==> config.mk <==
export PLATFORM = sky130hd
export DESIGN_NAME = rr_arbiter
export DESIGN_NICKNAME = d
export VERILOG_FILES = /design/src/rtl/rr_arbiter.sv
export SDC_FILE = /design/constraint.sdc
export NUM_CORES = 1
export LEC_CHECK = 0
export CAP_MARGIN = 20
export CORE_UTILIZATION = 25
export DETAILED_ROUTE_END_ITERATION = 8
export PLACE_DENSITY = 0.41
export SYNTH_ARGS = -nofsm -noshare
export SYNTH_HDL_FRONTEND = slang
export SYNTH_SLANG_ARGS = --single-unit
==> constraint.sdc <==
create_clock -name clk -period 4.92 [get_ports clk]
set_input_delay 0.984 -clock clk [delete_from_list [all_inputs] [get_ports clk]]
set_output_delay 0.984 -clock clk [all_outputs]
set_load 0.005 [all_outputs]
==> src/rtl/rr_arbiter.sv <==
// Round-robin arbiter granting one shared resource to one of W requesters at a time.
// Grants end on done or are force-released after MAX_HOLD cycles; all outputs are registered.
module rr_arbiter #(
    parameter int W        = 8,
    parameter int E        = $clog2(W),
    parameter int MAX_HOLD = 16
) (
    input  logic         clk,
    input  logic         rst,
    input  logic [W-1:0] req,
    input  logic         done,
    output logic [W-1:0] gnt,
    output logic [E-1:0] gnt_enc,
    output logic         gnt_vld,
    output logic         timeout
);

    localparam int HW = $clog2(MAX_HOLD + 1);

    typedef enum logic [0:0] {StIdle, StBusy} state_e;

    state_e         state_q, state_d;
    logic [E-1:0]   ptr_q, ptr_d;
    logic [HW-1:0]  hold_q, hold_d;
    logic [W-1:0]   gnt_q, gnt_d;
    logic [E-1:0]   enc_q, enc_d;
    logic           vld_q, vld_d;
    logic           timeout_q, timeout_d;

    logic           release_ev;
    logic [E-1:0]   arb_ptr;
    logic           win_found;
    logic [E-1:0]   win_idx;
    logic [E-1:0]   probe;

    assign release_ev = (state_q == StBusy) &&
                        (done || (hold_q == HW'(MAX_HOLD - 1)));

    // On release the pointer moves past the owner before re-arbitrating, in the same cycle.
    always_comb begin
        arb_ptr = ptr_q;
        if (release_ev) begin
            arb_ptr = E'((int'(enc_q) + 1) % W);
        end
    end

    always_comb begin
        win_found = 1'b0;
        win_idx   = '0;
        probe     = '0;
        for (int k = 0; k < W; k++) begin
            probe = E'((int'(arb_ptr) + k) % W);
            if (!win_found && req[probe]) begin
                win_found = 1'b1;
                win_idx   = probe;
            end
        end
    end

    always_comb begin
        state_d   = state_q;
        ptr_d     = ptr_q;
        hold_d    = hold_q;
        gnt_d     = gnt_q;
        enc_d     = enc_q;
        vld_d     = vld_q;
        timeout_d = 1'b0;

        unique case (state_q)
            StIdle: begin
                if (win_found) begin
                    state_d = StBusy;
                    gnt_d   = W'(1) << win_idx;
                    enc_d   = win_idx;
                    vld_d   = 1'b1;
                    hold_d  = '0;
                end
            end
            StBusy: begin
                if (release_ev) begin
                    ptr_d     = arb_ptr;
                    timeout_d = !done;
                    hold_d    = '0;
                    if (win_found) begin
                        gnt_d = W'(1) << win_idx;
                        enc_d = win_idx;
                        vld_d = 1'b1;
                    end else begin
                        state_d = StIdle;
                        gnt_d   = '0;
                        enc_d   = '0;
                        vld_d   = 1'b0;
                    end
                end else begin
                    hold_d = hold_q + HW'(1);
                end
            end
            default: state_d = StIdle;
        endcase
    end

    always_ff @(posedge clk or posedge rst) begin
        if (rst) begin
            state_q   <= StIdle;
            ptr_q     <= '0;
            hold_q    <= '0;
            gnt_q     <= '0;
            enc_q     <= '0;
            vld_q     <= 1'b0;
            timeout_q <= 1'b0;
        end else begin
            state_q   <= state_d;
            ptr_q     <= ptr_d;
            hold_q    <= hold_d;
            gnt_q     <= gnt_d;
            enc_q     <= enc_d;
            vld_q     <= vld_d;
            timeout_q <= timeout_d;
        end
    end

    assign gnt     = gnt_q;
    assign gnt_enc = enc_q;
    assign gnt_vld = vld_q;
    assign timeout = timeout_q;

endmodule

==> impl_metrics.py, run 1 <==
metrics = {
    "routing": {
        "drc_errors": 0,
        "routedWlPerCell_um": 16.0,
        "wl_um": 5810,
        "viasPerCell": 5.17,
        "final_antenna_net_count": 0,
        "drt-pass1-iter-count": 4,
        "vias": 1883,
        "drt-initial-drc-count": 52,
    },
    "placement": {
        "gp_congestion": 0.838,
        "dpl.cell_count": 360,
        "io_buffers": 23,
        "dp_hpwl_um": 4500,
    },
    "sta": {
        "tightestPinTransition_ns": 0.837,
        "max_freq_mhz": 238,
        "rsz0062_at_grt": "no",
        "final-hold-violation-count": 0,
        "period_share_pct": 85.6,
        "skew_ns": 0.00322,
        "setup_violations": 0,
        "fin_tns_setup_ns": 0,
        "relSlewSlack_pct": 44.2,
        "slew_viol_final": 0,
        "period_needed_ns": 4.21,
    },
    "finish": {
        "syn_to_final_growth_pct": 19.7,
        "seqCellArea_sq_um": 551,
        "drive_above_1_share_pct": 12.2,
        "n_fill_cell": 817,
        "fin_cells": 364,
        "mostFrequentLayoutCell": "nand2_1",
        "multi_input_area_sq_mm": 0.00141,
        "final_net_count": 278,
        "layout_common_cells": "nand2_1, mux2i_1, clkdlybuf4s50_1",
        "antenna_cells": 0,
    },
    "cts": {
        "cts_buffers": 3,
        "cts_hold_buf": 0,
        "cts_tree": "built",
        "ctsRootBufferMaster": "clkbuf_8",
        "ctsLongestPathBuffers": 2,
        "ctsResizeCount": 0,
        "clkSinkCount": 22,
        "cts_setup_buffers": 0,
        "ctsHtreeMaxLevel": 1,
        "insertion_delay_ns": 0.26,
        "clk_pin_slew_ns": 0.08,
    },
    "hold_path": {
        "hold_depth": 2,
        "min-delay-start": "gnt_vld$_DFFE_PP0P_",
        "hp-class": "flop to flop",
        "worstHoldEndpoint": "gnt_vld$_DFFE_PP0P_",
    },
    "synthesis": {
        "synth_seq_cells": 22,
        "yosysTopAreaCellShare_pct": 26.6,
        "async_flop_share_pct": 100,
        "yosysWarningCount": 0,
        "syn_area_sq_mm": 0.00207,
        "ys_seq_area_share_pct": 26.6,
        "synthTopCellsByArea": "dfrtp_1, mux2i_1, nand2_1",
        "synth_nets": 252,
        "avgSynthCellArea_sq_um": 8.74,
        "ys_types": 51,
        "yosys.area.top_type": "dfrtp_1",
        "synthCells": 237,
        "ys.flop_type": "dfrtp_1",
        "synth_edf_count": 0,
    },
    "setup_path": {
        "worst_ep_arrival_time_ns": 4.35,
        "cp-start-kind": "input port",
        "rr_worst_depth": 13,
        "crit_path_max_fanout": 9,
        "critPathKind": "input port to flop",
        "r2r_start": "hold_q[0]$_DFFE_PP0P_",
        "worst_r2r_endpoint": "gnt[3]$_DFFE_PP0P_",
        "worst_ep_required_time_ns": 5.06,
        "crit_path_end_kind": "flop",
        "r2r_slack_ns": 0.86,
    },
    "grt": {
        "grt_use_total_pct": 14.0,
        "grt_pass1_vias": 1884,
        "grt.overflow.total": 0,
        "antenna_found_initial": 0,
        "grt_max_degree": 23,
        "grt_pass1_wl_um": 9560,
    },
    "floorplanning": {
        "rows": 32,
        "start_util_pct": 26.3,
        "die_width_um": 93.0,
        "die_h_um": 93.0,
        "core-area_sq_mm": 0.00789,
        "pin_count": 24,
        "dieArea_sq_mm": 0.00866,
    },
    "power_and_ir_drop": {
        "p_per_area_mw_per_mm2": 709,
        "vdd_drop_max_mv": 0.219,
        "leakage_nw": 1.07,
    },
    "outcome": {
        "status": "complete, no violations",
    },
    "flow_run": {
        "maxCapViolCount": 0,
    },
}
per-layer routing:
metal	up-vias	share of wire [%]	global-route usage [%]
li1	940	-	-
met1	912	48	19.4
met2	29	49	23.3
met3	2	2.3	2.03
met4	0	0.24	1.92
met5	-	0	0
registers in the layout (all words and copies together), names as in the netlist:
signal   flops
gnt          8
gnt_enc      3
gnt_vld      1
hold_q       5
ptr_q        3
state_q      1
timeout      1
synthesized netlist by cell type, types with 2 or more instances:
cell type   n
a22oi_1     3
buf_6       3
nand2_1    33
and4_1      2
and2_1      4
a21o_1      2
dfrtp_1    22
o41ai_1     9
nand2b_1    5
buf_2       3
mux2i_1    30
inv_2       3
o22a_1      3
mux2_2     10
ha_1        4
inv_1       9
nor3_1      3
o211ai_1    2
o21a_1      3
o21ai_0    17
a211oi_1    5
a22o_1      2
a41o_1      2
a21oi_2     2
nand4_1     2
o211a_1     2
clkbuf_1    4
mux4_2      2
nor2_1     14
a21oi_1    10
and3_1      2
worst max-delay path, stage by stage:
cell             delay, ns
clkdlybuf4s50_1       0.51
o211a_1               0.29
a21oi_2               0.15
inv_2                 0.06
ha_1                  0.46
mux4_2                0.56
a22o_1                0.26
and4_1                0.24
a32o_1                0.29
o21ai_0               0.42
o41ai_1               0.11
worst max-delay path by stage:
stage	cells past startpoint	to	slack [ns]	start
final	11	gnt[3]$_DFFE_PP0P_	0.71	done
after global routing	11	gnt[2]$_DFFE_PP0P_	0.50	done
after CTS	11	gnt[2]$_DFFE_PP0P_	0.69	done
after detailed placement	11	gnt[0]$_DFFE_PP0P_	0.41	done
after global placement	13	gnt[7]$_DFFE_PP0P_	0.43	done
after floorplan	16	gnt[1]$_DFFE_PP0P_	0.58	done
metrics by stage:
stage / util [%] / hold slack [ns] / setup WS (ns) / area [sq um] / power (mW)
5_1_grt: 31.5 / 0.503 / 0.497 / 2480 / 1.92
2_1_floorplan: - / 0.437 / 0.580 / 2070 / 1.26
3_3_place_gp: 30.8 / 0.466 / 0.432 / 2430 / 1.65
3_5_place_dp: 30.8 / 0.465 / 0.408 / 2430 / 1.63
6_report: 31.5 / 0.481 / 0.710 / 2480 / 1.76
4_1_cts: 31.5 / 0.480 / 0.686 / 2480 / 1.77
layout make-up:
| cell class | instances | share of cell area, % |
|---|---|---|
| clock buffers | 4 | 2.22 |
| well taps | 102 | 5.14 |
| inverters | 12 | 1.82 |
| repair buffers | 31 | 11.7 |
| multi-input cells | 193 | 56.9 |
| flip-flops and latches | 22 | 22.2 |
report_power, final:
part           total, mW  switching (mW)  internal, mW
logic               1.35           0.767         0.583
clock network      0.132          0.0601        0.0714
registers          0.278          0.0513         0.226
total               1.76           0.878         0.881
cell families after synthesis:
group,share of synthesized area [%]
mux,23.2
simple gates,16.2
flops,26.6
xor+xnor,0.846
buf+inv,5.25
compound gates,25.5
fa+ha+maj,2.42
Power figures use the tool's default switching activity.
==> run 2, diff against run 1 <==
- PLACE_DENSITY: 0.41 -> 0.48
==> impl_metrics.py, run 2 (synthesis results as in run 1) <==
metrics = {
    "floorplanning": {
        "die_h_um": 93.0,
        "start_util_pct": 26.3,
        "core-area_sq_mm": 0.00789,
        "die_width_um": 93.0,
        "dieArea_sq_mm": 0.00866,
        "pin_count": 24,
        "rows": 32,
    },
    "cts": {
        "cts_tree": "built",
        "clkSinkCount": 22,
        "cts_hold_buf": 0,
        "ctsLongestPathBuffers": 2,
        "clk_pin_slew_ns": 0.09,
        "cts_buffers": 3,
        "ctsHtreeMaxLevel": 1,
        "ctsResizeCount": 0,
        "ctsRootBufferMaster": "clkbuf_8",
        "insertion_delay_ns": 0.26,
        "cts_setup_buffers": 0,
    },
    "sta": {
        "slew_viol_final": 0,
        "period_share_pct": 86.1,
        "fin_tns_setup_ns": 0,
        "period_needed_ns": 4.23,
        "max_freq_mhz": 236,
        "rsz0062_at_grt": "no",
        "final-hold-violation-count": 0,
        "relSlewSlack_pct": 43.6,
        "tightestPinTransition_ns": 0.845,
        "skew_ns": 0.00465,
        "worst_slack_ns": 0.686,
        "setup_violations": 0,
    },
    "outcome": {
        "status": "complete, no violations",
    },
    "grt": {
        "top_usage_layer": "met2",
        "antenna_found_initial": 0,
        "grtUsageMet2_pct": 21.4,
        "use_met3_pct": 2.28,
        "grt.overflow.total": 0,
        "grt_use_total_pct": 13.4,
        "grt_max_degree": 23,
        "grt_use_met1_pct": 19.0,
        "grt_pass1_vias": 1842,
        "grt_pass1_wl_um": 9280,
    },
    "finish": {
        "layout_common_cells": "nand2_1, mux2i_1, clkdlybuf4s50_1",
        "drive_above_1_share_pct": 11.9,
        "syn_to_final_growth_pct": 19.4,
        "antenna_cells": 0,
        "final_net_count": 277,
        "stdcell_area_sq_mm": 0.00247,
        "largest_reg_flops": 8,
        "mostFrequentLayoutCell": "nand2_1",
        "final_core_util_pct": 31.4,
    },
    "routing": {
        "viasPerCell": 5.33,
        "drt-pass1-iter-count": 4,
        "wl_um": 5580,
        "routedWlPerCell_um": 15.4,
        "vias": 1933,
        "drt-initial-drc-count": 95,
        "drc_errors": 0,
        "final_antenna_net_count": 0,
    },
    "placement": {
        "post-place-ws_ns": 0.454,
        "gp_congestion": 0.794,
        "dp_hpwl_um": 4400,
        "place_area_sq_mm": 0.00242,
        "io_buffers": 23,
    },
    "flow_run": {
        "maxCapViolCount": 0,
    },
    "power_and_ir_drop": {
        "switching_share_pct": 50.1,
        "combinationalPowerShare_pct": 76.5,
        "clockPowerShare_pct": 7.6,
        "p_int_mw": 0.874,
        "leakage_nw": 1.07,
        "p_sw_mw": 0.877,
        "p_per_area_mw_per_mm2": 708,
        "total_power_mw": 1.75,
        "sequentialPowerShare_pct": 15.9,
        "vdd_drop_max_mv": 0.255,
    },
    "setup_path": {
        "worst_ep_required_time_ns": 5.07,
        "crit_path_end_kind": "flop",
        "worst_ep_arrival_time_ns": 4.38,
        "cp-start-kind": "input port",
        "crit_path_max_fanout": 7,
        "critPathKind": "input port to flop",
    },
    "hold_path": {
        "hp-class": "flop to flop",
    },
}
==> run 2: cell count changes in the layout (fill, tap and decap cells not counted), sizes merged <==
cell  change
buf       -1
==> run 2: layout make-up <==
cell class | count | area, sq um
inverter | 12 | 45.0
multi-input combinational | 193 | 1410
clock buffer | 4 | 55.1
timing repair buffer | 30 | 283
sequential | 22 | 551
tap | 102 | 128
fill | 827 | 5410
==> run 2: path summary, 6_finish.rpt <==
path                                  startpoint                endpoint  depth (start not counted)  slack (ns)
setup / recovery                            done      gnt[0]$_DFFE_PP0P_                         11        0.69
hold / removal             hold_q[3]$_DFFE_PP0P_   hold_q[3]$_DFFE_PP0P_                          1        0.48
setup reg to reg           hold_q[0]$_DFFE_PP0P_      gnt[0]$_DFFE_PP0P_                         13        0.84
hold reg to reg            hold_q[3]$_DFFE_PP0P_   hold_q[3]$_DFFE_PP0P_                          1        0.48
max in group asynchronous                    rst    ptr_q[2]$_DFFE_PP0P_                          2        3.22
min in group asynchronous                    rst  gnt_enc[1]$_DFFE_PP0P_                          2        1.18
==> run 2: per-layer routing <==
metal | vias to the layer above | wire length [um]
li1 | 946 | -
met1 | 940 | 2810
met2 | 43 | 2550
met3 | 4 | 187
met4 | 0 | 34
met5 | - | 0
==> run 2: metrics by stage <==
step	hold slack (ns)	instances
floorplan	0.437	237
global placement	0.465	359
detailed placement	0.464	359
CTS	0.476	363
global route	0.489	363
finish	0.475	363
==> run 2: power by group through the flow <==
stage                     Sequential, mW  Clock (mW)  Combinational (mW)
final                              0.278       0.134                1.34
after global routing               0.286       0.149                1.47
after CTS                          0.279       0.137                1.33
after detailed placement           0.282           0                1.33
after global placement             0.283           0                1.34
after floorplan                    0.265           0               0.997
==> run 2: worst max-delay path, cell delays in order <==
cell and delay, ns:
clkdlybuf4s50_1 0.52, o211a_1 0.29, a21oi_2 0.15, inv_2 0.05
ha_1 0.43, mux4_2 0.56, a22o_1 0.26, a41o_1 0.22
o22a_1 0.23, o211a_1 0.27, o41ai_1 0.40
==> run 3, diff against run 2 <==
- CTS_CLUSTER_SIZE: unset -> 28
==> results of run 3 <==
Final layout, timing and power as in run 2 (identical DEF).
